<file path="src/rtl/mul_pkg.sv">
// Shared types for the tile sequencer: memory-mode encoding, FSM states and
// small decode helpers.
package mul_pkg;

  typedef enum logic [2:0] {
    MODE_IDLE = 3'd0,
    MODE_AS   = 3'd1,
    MODE_SA   = 3'd2,
    MODE_SB   = 3'd3,
    MODE_BS   = 3'd4
  } mem_mode_e;

  typedef enum logic [1:0] {
    S_IDLE  = 2'd0,
    S_LOAD  = 2'd1,
    S_CALC  = 2'd2,
    S_DRAIN = 2'd3
  } state_e;

  function automatic logic mode_valid(input logic [2:0] m);
    return (m >= 3'd1) && (m <= 3'd4);
  endfunction

  // SA/BS start with the transposed operand selected
  function automatic logic mode_trans_init(input mem_mode_e m);
    return (m == MODE_SA) || (m == MODE_BS);
  endfunction

  // SB/BS run output-stationary
  function automatic logic mode_out_stat(input mem_mode_e m);
    return (m == MODE_SB) || (m == MODE_BS);
  endfunction

endpackage

</file>
<file path="src/rtl/mul_lane_unpack.sv">
// Selects one half of the packed right operand and zero-extends each narrow
// lane to the systolic operand width.
module mul_lane_unpack #(
  parameter int NUM_LANES = 4,
  parameter int DATA_W    = 16,
  parameter int NARROW_W  = 8
) (
  input  logic [2*NUM_LANES*NARROW_W-1:0] packed_i,
  input  logic                            half_sel_i,
  output logic [NUM_LANES*DATA_W-1:0]     lanes_o
);

  for (genvar i = 0; i < NUM_LANES; i++) begin : g_lane
    logic [NARROW_W-1:0] lane;
    assign lane = half_sel_i ? packed_i[(NUM_LANES+i)*NARROW_W +: NARROW_W]
                             : packed_i[i*NARROW_W +: NARROW_W];
    assign lanes_o[i*DATA_W +: DATA_W] = DATA_W'(lane);
  end

endmodule

</file>
<file path="src/rtl/mul_tile_seq.sv">
// Tile sequencer feeding a systolic multiplier: LOAD one tile, stream
// num_tiles tiles through CALC, then DRAIN. Optional MUL_TILE_SEQ_STALL_CNT_EN.
module mul_tile_seq
  import mul_pkg::*;
#(
  parameter int DATA_WIDTH     = 16,
  parameter int SYSTOLIC_WIDTH = 4,
  parameter int NARROW_WIDTH   = 8,
  parameter int TILE_CNT_W     = 16
) (
  input  logic                                  clk,
  input  logic                                  rst_n,
  input  logic                                  start,
  input  logic [2:0]                            mem_mode,
  input  logic [TILE_CNT_W-1:0]                 num_tiles,
  input  logic [SYSTOLIC_WIDTH*DATA_WIDTH-1:0]  data_left,
  input  logic [2*SYSTOLIC_WIDTH*NARROW_WIDTH-1:0] data_right,
  input  logic                                  in_valid,
  output logic                                  in_ready,
  output logic [SYSTOLIC_WIDTH*DATA_WIDTH-1:0]  a_in_raw,
  output logic [SYSTOLIC_WIDTH*DATA_WIDTH-1:0]  b_in_raw,
  output logic                                  out_valid,
  output logic                                  transposition_slect,
  output logic                                  systolic_mode,
  output logic                                  systolic_state,
  output logic                                  busy,
  output logic                                  done
`ifdef MUL_TILE_SEQ_STALL_CNT_EN
 ,output logic [31:0]                           stall_cnt
`endif
);

  localparam int N  = SYSTOLIC_WIDTH;
  localparam int VW = N * DATA_WIDTH;
  localparam int CW = (2 * N > 2) ? $clog2(2 * N) : 1;
  localparam logic [CW-1:0] BEAT_LAST  = CW'(N - 1);
  localparam logic [CW-1:0] DRAIN_LAST = CW'(2 * N - 2);

  state_e                state_q, state_d;
  logic [CW-1:0]         cnt_q, cnt_d;
  logic [TILE_CNT_W-1:0] tile_q, tile_d;
  logic [TILE_CNT_W-1:0] ntiles_q, ntiles_d;
  logic                  half_q, half_d;
  logic                  trans_q, trans_d;
  logic                  smode_q, smode_d;
  logic                  zdone_q, zdone_d;
  logic [VW-1:0]         a_q, b_q, b_unpacked;
  logic                  ov_q;
  logic                  xfer, start_ok, job_start;

  assign in_ready  = (state_q == S_LOAD) || (state_q == S_CALC);
  assign xfer      = in_valid && in_ready;
  assign start_ok  = (state_q == S_IDLE) && start && mode_valid(mem_mode);
  assign job_start = start_ok && (num_tiles != '0);

  mul_lane_unpack #(
    .NUM_LANES (N),
    .DATA_W    (DATA_WIDTH),
    .NARROW_W  (NARROW_WIDTH)
  ) u_unpack (
    .packed_i   (data_right),
    .half_sel_i (half_q),
    .lanes_o    (b_unpacked)
  );

  always_comb begin
    state_d  = state_q;
    cnt_d    = cnt_q;
    tile_d   = tile_q;
    ntiles_d = ntiles_q;
    half_d   = half_q;
    trans_d  = trans_q;
    smode_d  = smode_q;
    zdone_d  = 1'b0;
    case (state_q)
      S_IDLE: begin
        // zero-tile jobs only acknowledge; mode outputs stay untouched
        if (start_ok && !job_start) zdone_d = 1'b1;
        if (job_start) begin
          state_d  = S_LOAD;
          cnt_d    = '0;
          tile_d   = '0;
          ntiles_d = num_tiles;
          half_d   = 1'b0;
          trans_d  = mode_trans_init(mem_mode_e'(mem_mode));
          smode_d  = mode_out_stat(mem_mode_e'(mem_mode));
        end
      end
      S_LOAD: begin
        if (xfer) begin
          if (cnt_q == BEAT_LAST) begin
            cnt_d   = '0;
            state_d = S_CALC;
          end else begin
            cnt_d = cnt_q + CW'(1);
          end
        end
      end
      S_CALC: begin
        if (xfer) begin
          if (cnt_q == BEAT_LAST) begin
            cnt_d   = '0;
            half_d  = ~half_q;
            trans_d = ~trans_q;
            if (tile_q == ntiles_q - TILE_CNT_W'(1)) begin
              tile_d  = '0;
              state_d = S_DRAIN;
            end else begin
              tile_d = tile_q + TILE_CNT_W'(1);
            end
          end else begin
            cnt_d = cnt_q + CW'(1);
          end
        end
      end
      S_DRAIN: begin
        if (cnt_q == DRAIN_LAST) begin
          cnt_d   = '0;
          state_d = S_IDLE;
        end else begin
          cnt_d = cnt_q + CW'(1);
        end
      end
      default: state_d = S_IDLE;
    endcase
  end

  always_ff @(posedge clk or negedge rst_n) begin
    if (!rst_n) begin
      state_q  <= S_IDLE;
      cnt_q    <= '0;
      tile_q   <= '0;
      ntiles_q <= '0;
      half_q   <= 1'b0;
      trans_q  <= 1'b0;
      smode_q  <= 1'b0;
      zdone_q  <= 1'b0;
    end else begin
      state_q  <= state_d;
      cnt_q    <= cnt_d;
      tile_q   <= tile_d;
      ntiles_q <= ntiles_d;
      half_q   <= half_d;
      trans_q  <= trans_d;
      smode_q  <= smode_d;
      zdone_q  <= zdone_d;
    end
  end

  always_ff @(posedge clk or negedge rst_n) begin
    if (!rst_n) begin
      a_q  <= '0;
      b_q  <= '0;
      ov_q <= 1'b0;
    end else begin
      ov_q <= xfer;
      if (xfer) begin
        a_q <= data_left;
        b_q <= b_unpacked;
      end
    end
  end

`ifdef MUL_TILE_SEQ_STALL_CNT_EN
  logic [31:0] stall_q;
  always_ff @(posedge clk or negedge rst_n) begin
    if (!rst_n)                                           stall_q <= '0;
    else if (job_start)                                   stall_q <= '0;
    else if (state_q == S_CALC && !in_valid && stall_q != '1) stall_q <= stall_q + 32'd1;
  end
  assign stall_cnt = stall_q;
`endif

  assign a_in_raw            = a_q;
  assign b_in_raw            = b_q;
  assign out_valid           = ov_q;
  assign transposition_slect = trans_q;
  assign systolic_mode       = smode_q;
  assign systolic_state      = (state_q == S_CALC) || (state_q == S_DRAIN);
  assign busy                = (state_q != S_IDLE);
  // done fires during the last DRAIN cycle, i.e. the cycle that returns to IDLE
  assign done                = zdone_q || (state_q == S_DRAIN && cnt_q == DRAIN_LAST);

endmodule

</file>
<file path="config.mk">
export PLATFORM = sky130hd
export DESIGN_NAME = mul_tile_seq
export DESIGN_NICKNAME = d
export VERILOG_FILES = /design/src/rtl/mul_pkg.sv /design/src/rtl/mul_lane_unpack.sv /design/src/rtl/mul_tile_seq.sv
export SDC_FILE = /design/constraint.sdc
export NUM_CORES = 1
export LEC_CHECK = 0
export CORE_AREA = 2 2 153 155
export DETAILED_ROUTE_END_ITERATION = 16
export DIE_AREA = 0 0 155 157
export DONT_BUFFER_PORTS = 1
export PLACE_DENSITY = 0.5
export SLEW_MARGIN = 40
export SYNTH_ARGS = -nofsm -noshare
export SYNTH_HDL_FRONTEND = slang
export SYNTH_SLANG_ARGS = --single-unit
</file>
<file path="constraint.sdc">
create_clock -name clk -period 2.7 [get_ports clk]
set_input_delay 0.405 -clock clk [delete_from_list [all_inputs] [get_ports clk]]
set_output_delay 0.405 -clock clk [all_outputs]
set_load 0.03 [all_outputs]
</file>
==> results of run 1 <==
routing by layer:
metal,part of all wire (%),vias to the layer above
li1,-,2056
met1,39,2178
met2,52,181
met3,7.9,11
met4,1.1,0
met5,0,-
area by class of cell:
cell class,instances,area share (%)
well taps,285,4.62
inverters,13,0.633
multi-input cells,409,39.8
flip-flops and latches,138,44.8
clock buffers,18,5.56
repair buffers,24,2.47
clock inverters,14,2.09
cells in the mapped netlist (all sizes together) (2+ instances only):
library cell	number	area share, %
a21o	2	0.22
a21oi	4	0.30
a22o	11	1.4
a22oi	2	0.22
and3	9	0.84
buf	36	4.0
clkbuf	22	1.2
dfrtp	138	51
ha	11	2.1
inv	13	0.73
mux2	81	14
mux2i	34	5.1
nand2	55	3.1
nand2b	4	0.37
nand3	15	1.1
nand4	6	0.56
nand4b	2	0.26
nor2	16	0.93
nor2b	8	0.75
nor3	9	0.67
nor4	9	0.84
o211a	2	0.30
o21ai	48	3.6
o311ai	5	0.65
o31ai	3	0.34
or2	2	0.19
or3	2	0.19
xnor2	14	1.8
xor2	5	0.65
worst max-delay path by stage:
stage | startpoint | to
2_1_floorplan | ntiles_q[3]$_DFFE_PN0P_ | tile_q[5]$_DFFE_PN0P_
3_3_place_gp | ntiles_q[5]$_DFFE_PN0P_ | tile_q[9]$_DFFE_PN0P_
3_5_place_dp | ntiles_q[5]$_DFFE_PN0P_ | tile_q[14]$_DFFE_PN0P_
4_1_cts | ntiles_q[5]$_DFFE_PN0P_ | tile_q[10]$_DFFE_PN0P_
5_1_grt | ntiles_q[5]$_DFFE_PN0P_ | tile_q[4]$_DFFE_PN0P_
6_report | ntiles_q[5]$_DFFE_PN0P_ | tile_q[10]$_DFFE_PN0P_
power groups by stage:
stage	combinational, W	clock [W]	sequential (W)
floorplan	0.000690	0	0.00295
global placement	0.000705	0	0.00311
detailed placement	0.000742	0	0.00311
CTS	0.000748	0.00242	0.00307
global route	0.000830	0.00252	0.00311
finish	0.000740	0.00234	0.00307
registers in the layout (all words and copies together), names as in the netlist:
name	count
a_in_raw	64
b_in_raw	32
cnt_q	3
half_q	1
ntiles_q	16
out_valid	1
state_q	2
systolic_mode	1
tile_q	16
transposition_slect	1
zdone_q	1
timing repair:
item	4_1_cts	5_1_grt
buffers inserted	0	0
gates resized for setup	12	10
endpoints found under the setup margin	16	18
hold endpoints to repair	138	138
pin swaps	2	3
stage by stage:
stage	area (sq um)	cells	setup TNS (ns)	hold WS, ns
6_report	7710	901	0	-0.316
4_1_cts	7670	901	-0.00156	-0.333
3_5_place_dp	7030	869	-1.04	0.117
2_1_floorplan	6830	618	-0.254	0.109
5_1_grt	7710	901	-0.247	-0.348
3_3_place_gp	7020	868	-0.518	0.117
worst max-delay path, cell delays in order, from the launching register on:
cell,delay [ns]
dfrtp_1,0.38
or4_4,0.58
o31a_1,0.29
o32ai_2,0.23
o22ai_2,0.14
o41ai_4,0.42
buf_4,0.22
o21ai_1,0.08
a22o_1,0.19
logic make-up after synthesis:
| kind of cell | Yosys count | synth area share (%) |
|---|---|---|
| compound gates | 91 | 9.10 |
| flops | 138 | 51.5 |
| buf+inv | 71 | 5.91 |
| fa+ha+maj | 11 | 2.05 |
| mux | 115 | 18.7 |
| other cells | 1 | 0.0559 |
| simple gates | 141 | 10.3 |
| xor+xnor | 19 | 2.48 |
==> reports/results.tsv, run 1 <==
metric	value	unit
p_total	0.00615	W
root_buffer	clkbuf_16	
die_w	155	microns
gp_congestion	0.801	
grt_pass1_vias	4740	
die_y	157	microns
initial_core_util	29.8	%
cp-start-kind	flip-flop	
period_needed	2.66	ns
use_met3	5.48	%
nFillCells	2216	
ff_latch_area	3450	sq um
final_common_cell	dfrtp_1	
cts_buffers	17	
grtUsageMet2	24.1	%
p_comb_share	12.0	%
synth.distinct_cells	53	
cap_violations	0	
status	complete, but fails checks	
worst_ir_drop_vdd	0.334	mV
core	22500	sq um
min_path_type	input pin to asynchronous set/reset pin	
swShare	33.8	%
use_met1	16.0	%
wl	17100	microns
dieArea	24300	sq um
drv_slew	0	
final_nets	765	
setup_viol	0	
finalCritPeriodShare	98.5	%
num_rows	55	
rr_worst_depth	8	
diodes	0	
syn-mean-instance-area	11.4	sq um
final_cell_mix	dfrtp_1, mux2_2, nand2_1	
multi_input_area	3070	sq um
worst_slew_pin_slew	0.533	ns
grt_busiest_layer	met2	
grt_use_total	13.9	%
regToRegSetupSlack	0.04	ns
seqPwrFrac	49.9	%
grt_antenna_before_repair	0	
critical_path_class	flip-flop to flip-flop	
worstReg2RegStart	ntiles_q[5]$_DFFE_PN0P_	
drt-wirelength-per-cell	19.0	microns
ios	286	
drive_gt1_share	26.0	%
fin_util	34.3	%
overflow	0	
dp_hpwl	12600	microns
route.vias.total	4426	
drc	0	
skew	0.0128	ns
p_switching	0.00208	W
p_int	0.00407	W
cts_tree	yes	
path_clk_slew	0.07	ns
synth_edf_count	0	
timing.final.ws_setup	0.0413	ns
first_pass_iters	4	
whs	-0.316	ns
port_buffers	0	
max_freq	376	MHz
synthFlopType	dfrtp_1	
arrival	2.95	ns
netlist_area	6710	sq um
antenna_left	0	
pre_cts_slack	-0.211	ns
grt_setup_unrepaired	true	
async_flop_share	100	%
netlist_instances	587	
power_density	798	nW/um^2
critPathCaptureType	flip-flop	
critPathMaxFanout	8	
relSlewSlack	64.4	%
r2r-end	tile_q[10]$_DFFE_PN0P_	
violations	negative hold slack	
power_frac_clock	38.1	%
clock_latency	0.42	ns
grt_max_degree	139	
p_leak	3.48	nW
ys_seq_area_share	51.5	%
yosys_warnings	0	
synth_seq_cells	138	
cts_num_sinks	138	
hold_viol	138	
clockBufferDepth	2	
syn_to_final_growth	15.0	%
htreeDepth	4	
via_per_inst	4.91	
cp.required	2.99	ns
grt_pass1_wl	26300	microns
drt_iter0_drc	199	
No activity file was read; power rests on OpenSTA's default activity.
==> run 2: changes to the inputs <==
--- a/config.mk
+++ b/config.mk
@@ -6,6 +6,7 @@
 export NUM_CORES = 1
 export LEC_CHECK = 0
 export CORE_AREA = 2 2 153 155
+export CTS_BUF_LIST = sky130_fd_sc_hd__clkbuf_8
 export DETAILED_ROUTE_END_ITERATION = 16
 export DIE_AREA = 0 0 155 157
 export DONT_BUFFER_PORTS = 1
==> reports/results.tsv, run 2 (synthesis gave the netlist of run 1 again) <==
metric	value	unit
cts_buffers	17	
grt_use_total	13.8	%
grt_setup_unrepaired	true	
p_switching	0.00200	W
p_comb_share	13.4	%
clockBufferDepth	2	
cts_num_sinks	138	
pre_cts_slack	-0.211	ns
drive_gt1_share	25.8	%
grt_antenna_before_repair	0	
cts_tree	yes	
skew	0.0205	ns
worstSetupStartpoint	ntiles_q[5]$_DFFE_PN0P_	
gp_congestion	0.801	
finalCritPeriodShare	99.5	%
drt_iter0_drc	197	
power_frac_clock	31.2	%
critPathCaptureType	flip-flop	
dp_hpwl	12600	microns
die_w	155	microns
largest_reg_flops	64	
seqPwrFrac	55.4	%
core	22500	sq um
nFillCells	2242	
status	complete, but fails checks	
cp-start-kind	flip-flop	
die_y	157	microns
critical_path_class	flip-flop to flip-flop	
fin_util	33.4	%
cap_violations	0	
grt_pass1_wl	26200	microns
clock_latency	0.43	ns
final_nets	765	
p_leak	3.40	nW
route.vias.total	4438	
final_common_cell	dfrtp_1	
ios	286	
p_total	0.00552	W
whs	-0.338	ns
relSlewSlack	64.5	%
min_path_type	input pin to asynchronous set/reset pin	
arrival	2.99	ns
worstReg2RegStart	ntiles_q[5]$_DFFE_PN0P_	
via_per_inst	4.93	
setup_viol	0	
period_needed	2.69	ns
power_density	736	nW/um^2
timing.final.ws_setup	0.0138	ns
max_freq	372	MHz
cp.required	3.01	ns
violations	negative hold slack	
drv_slew	0	
final_cell_mix	dfrtp_1, mux2_2, nand2_1	
cts_setup_buffers	0	
p_int	0.00352	W
worst_slew_pin_slew	0.533	ns
syn_to_final_growth	11.9	%
grt_pass1_vias	4742	
hold_viol	138	
grt_max_degree	139	
worst_ir_drop_vdd	0.309	mV
root_buffer	clkbuf_8	
antenna_left	0	
dieArea	24300	sq um
num_rows	55	
initial_core_util	29.8	%
diodes	0	
critPathMaxFanout	8	
wl	17100	microns
drc	0	
first_pass_iters	6	
port_buffers	0	
drt-wirelength-per-cell	18.9	microns
setup_tns	0	ns
swShare	36.2	%
htreeDepth	4	
overflow	0	
path_clk_slew	0.09	ns
## run 2: changes by cell type in the layout (fill, tap and decap cells not counted), sizes merged
cell	previous run	this run
clkbuf	18	17
inv	18	19
## run 2: final cells by class
cell class | count | area (sq um) | area share [%]
clock buffers | 17 | 234 | 3.12
clock inverters | 15 | 165 | 2.20
inverters | 13 | 48.8 | 0.650
multi-input cells | 409 | 3060 | 40.7
flip-flops and latches | 138 | 3450 | 46.0
well taps | 285 | 357 | 4.75
repair buffers | 24 | 190 | 2.53
## run 2: final timing paths
path	endpoint	slack, ns	cells after the start
setup / recovery	tile_q[10]$_DFFE_PN0P_	0.01	8
max in group asynchronous	a_in_raw[32]$_DFFE_PN0P_	2.83	0
setup reg to reg	tile_q[10]$_DFFE_PN0P_	0.01	8
hold / removal	tile_q[6]$_DFFE_PN0P_	-0.34	0
hold reg to reg	cnt_q[1]$_DFFE_PN0P_	0.54	2
min in group clk	zdone_q$_DFF_PN0_	0.10	2
## run 2: power by group through the flow
stage / registers (W) / logic (W) / clock network (W)
final: 0.00306 / 0.000738 / 0.00172
after global routing: 0.00311 / 0.000826 / 0.00189
after CTS: 0.00307 / 0.000744 / 0.00179
after detailed placement: 0.00311 / 0.000742 / 0
after global placement: 0.00311 / 0.000705 / 0
after floorplan: 0.00295 / 0.000690 / 0
## run 2: layer usage
| metal | wire [microns] | vias up | global-route usage, % | part of all wire [%] |
|---|---|---|---|---|
| met5 | 0 | - | 0 | 0 |
| met1 | 6690 | 2196 | 16.0 | 39 |
| li1 | - | 2053 | - | - |
| met4 | 197 | 0 | 4.45 | 1.2 |
| met3 | 1310 | 12 | 5.20 | 7.7 |
| met2 | 8870 | 177 | 23.9 | 52 |
## run 2: critical path, cell delays in order, from the launching register on
cell     delay [ns]
dfrtp_1        0.39
or4_4          0.58
o31a_1         0.29
o32ai_2        0.24
o22ai_2        0.14
o41ai_4        0.44
buf_4          0.22
o21ai_1        0.08
a22o_1         0.19
## run 2: repair_timing
action	CTS	global route
endpoints found under the hold margin	138	138
endpoints found under the setup margin	16	18
pin swaps	2	2
resized for setup	10	9
## run 2: per-stage QoR
step / instances / cell area [sq um]
2_1_floorplan: 618 / 6830
3_3_place_gp: 868 / 7020
3_5_place_dp: 869 / 7030
4_1_cts: 901 / 7480
5_1_grt: 901 / 7510
6_report: 901 / 7510
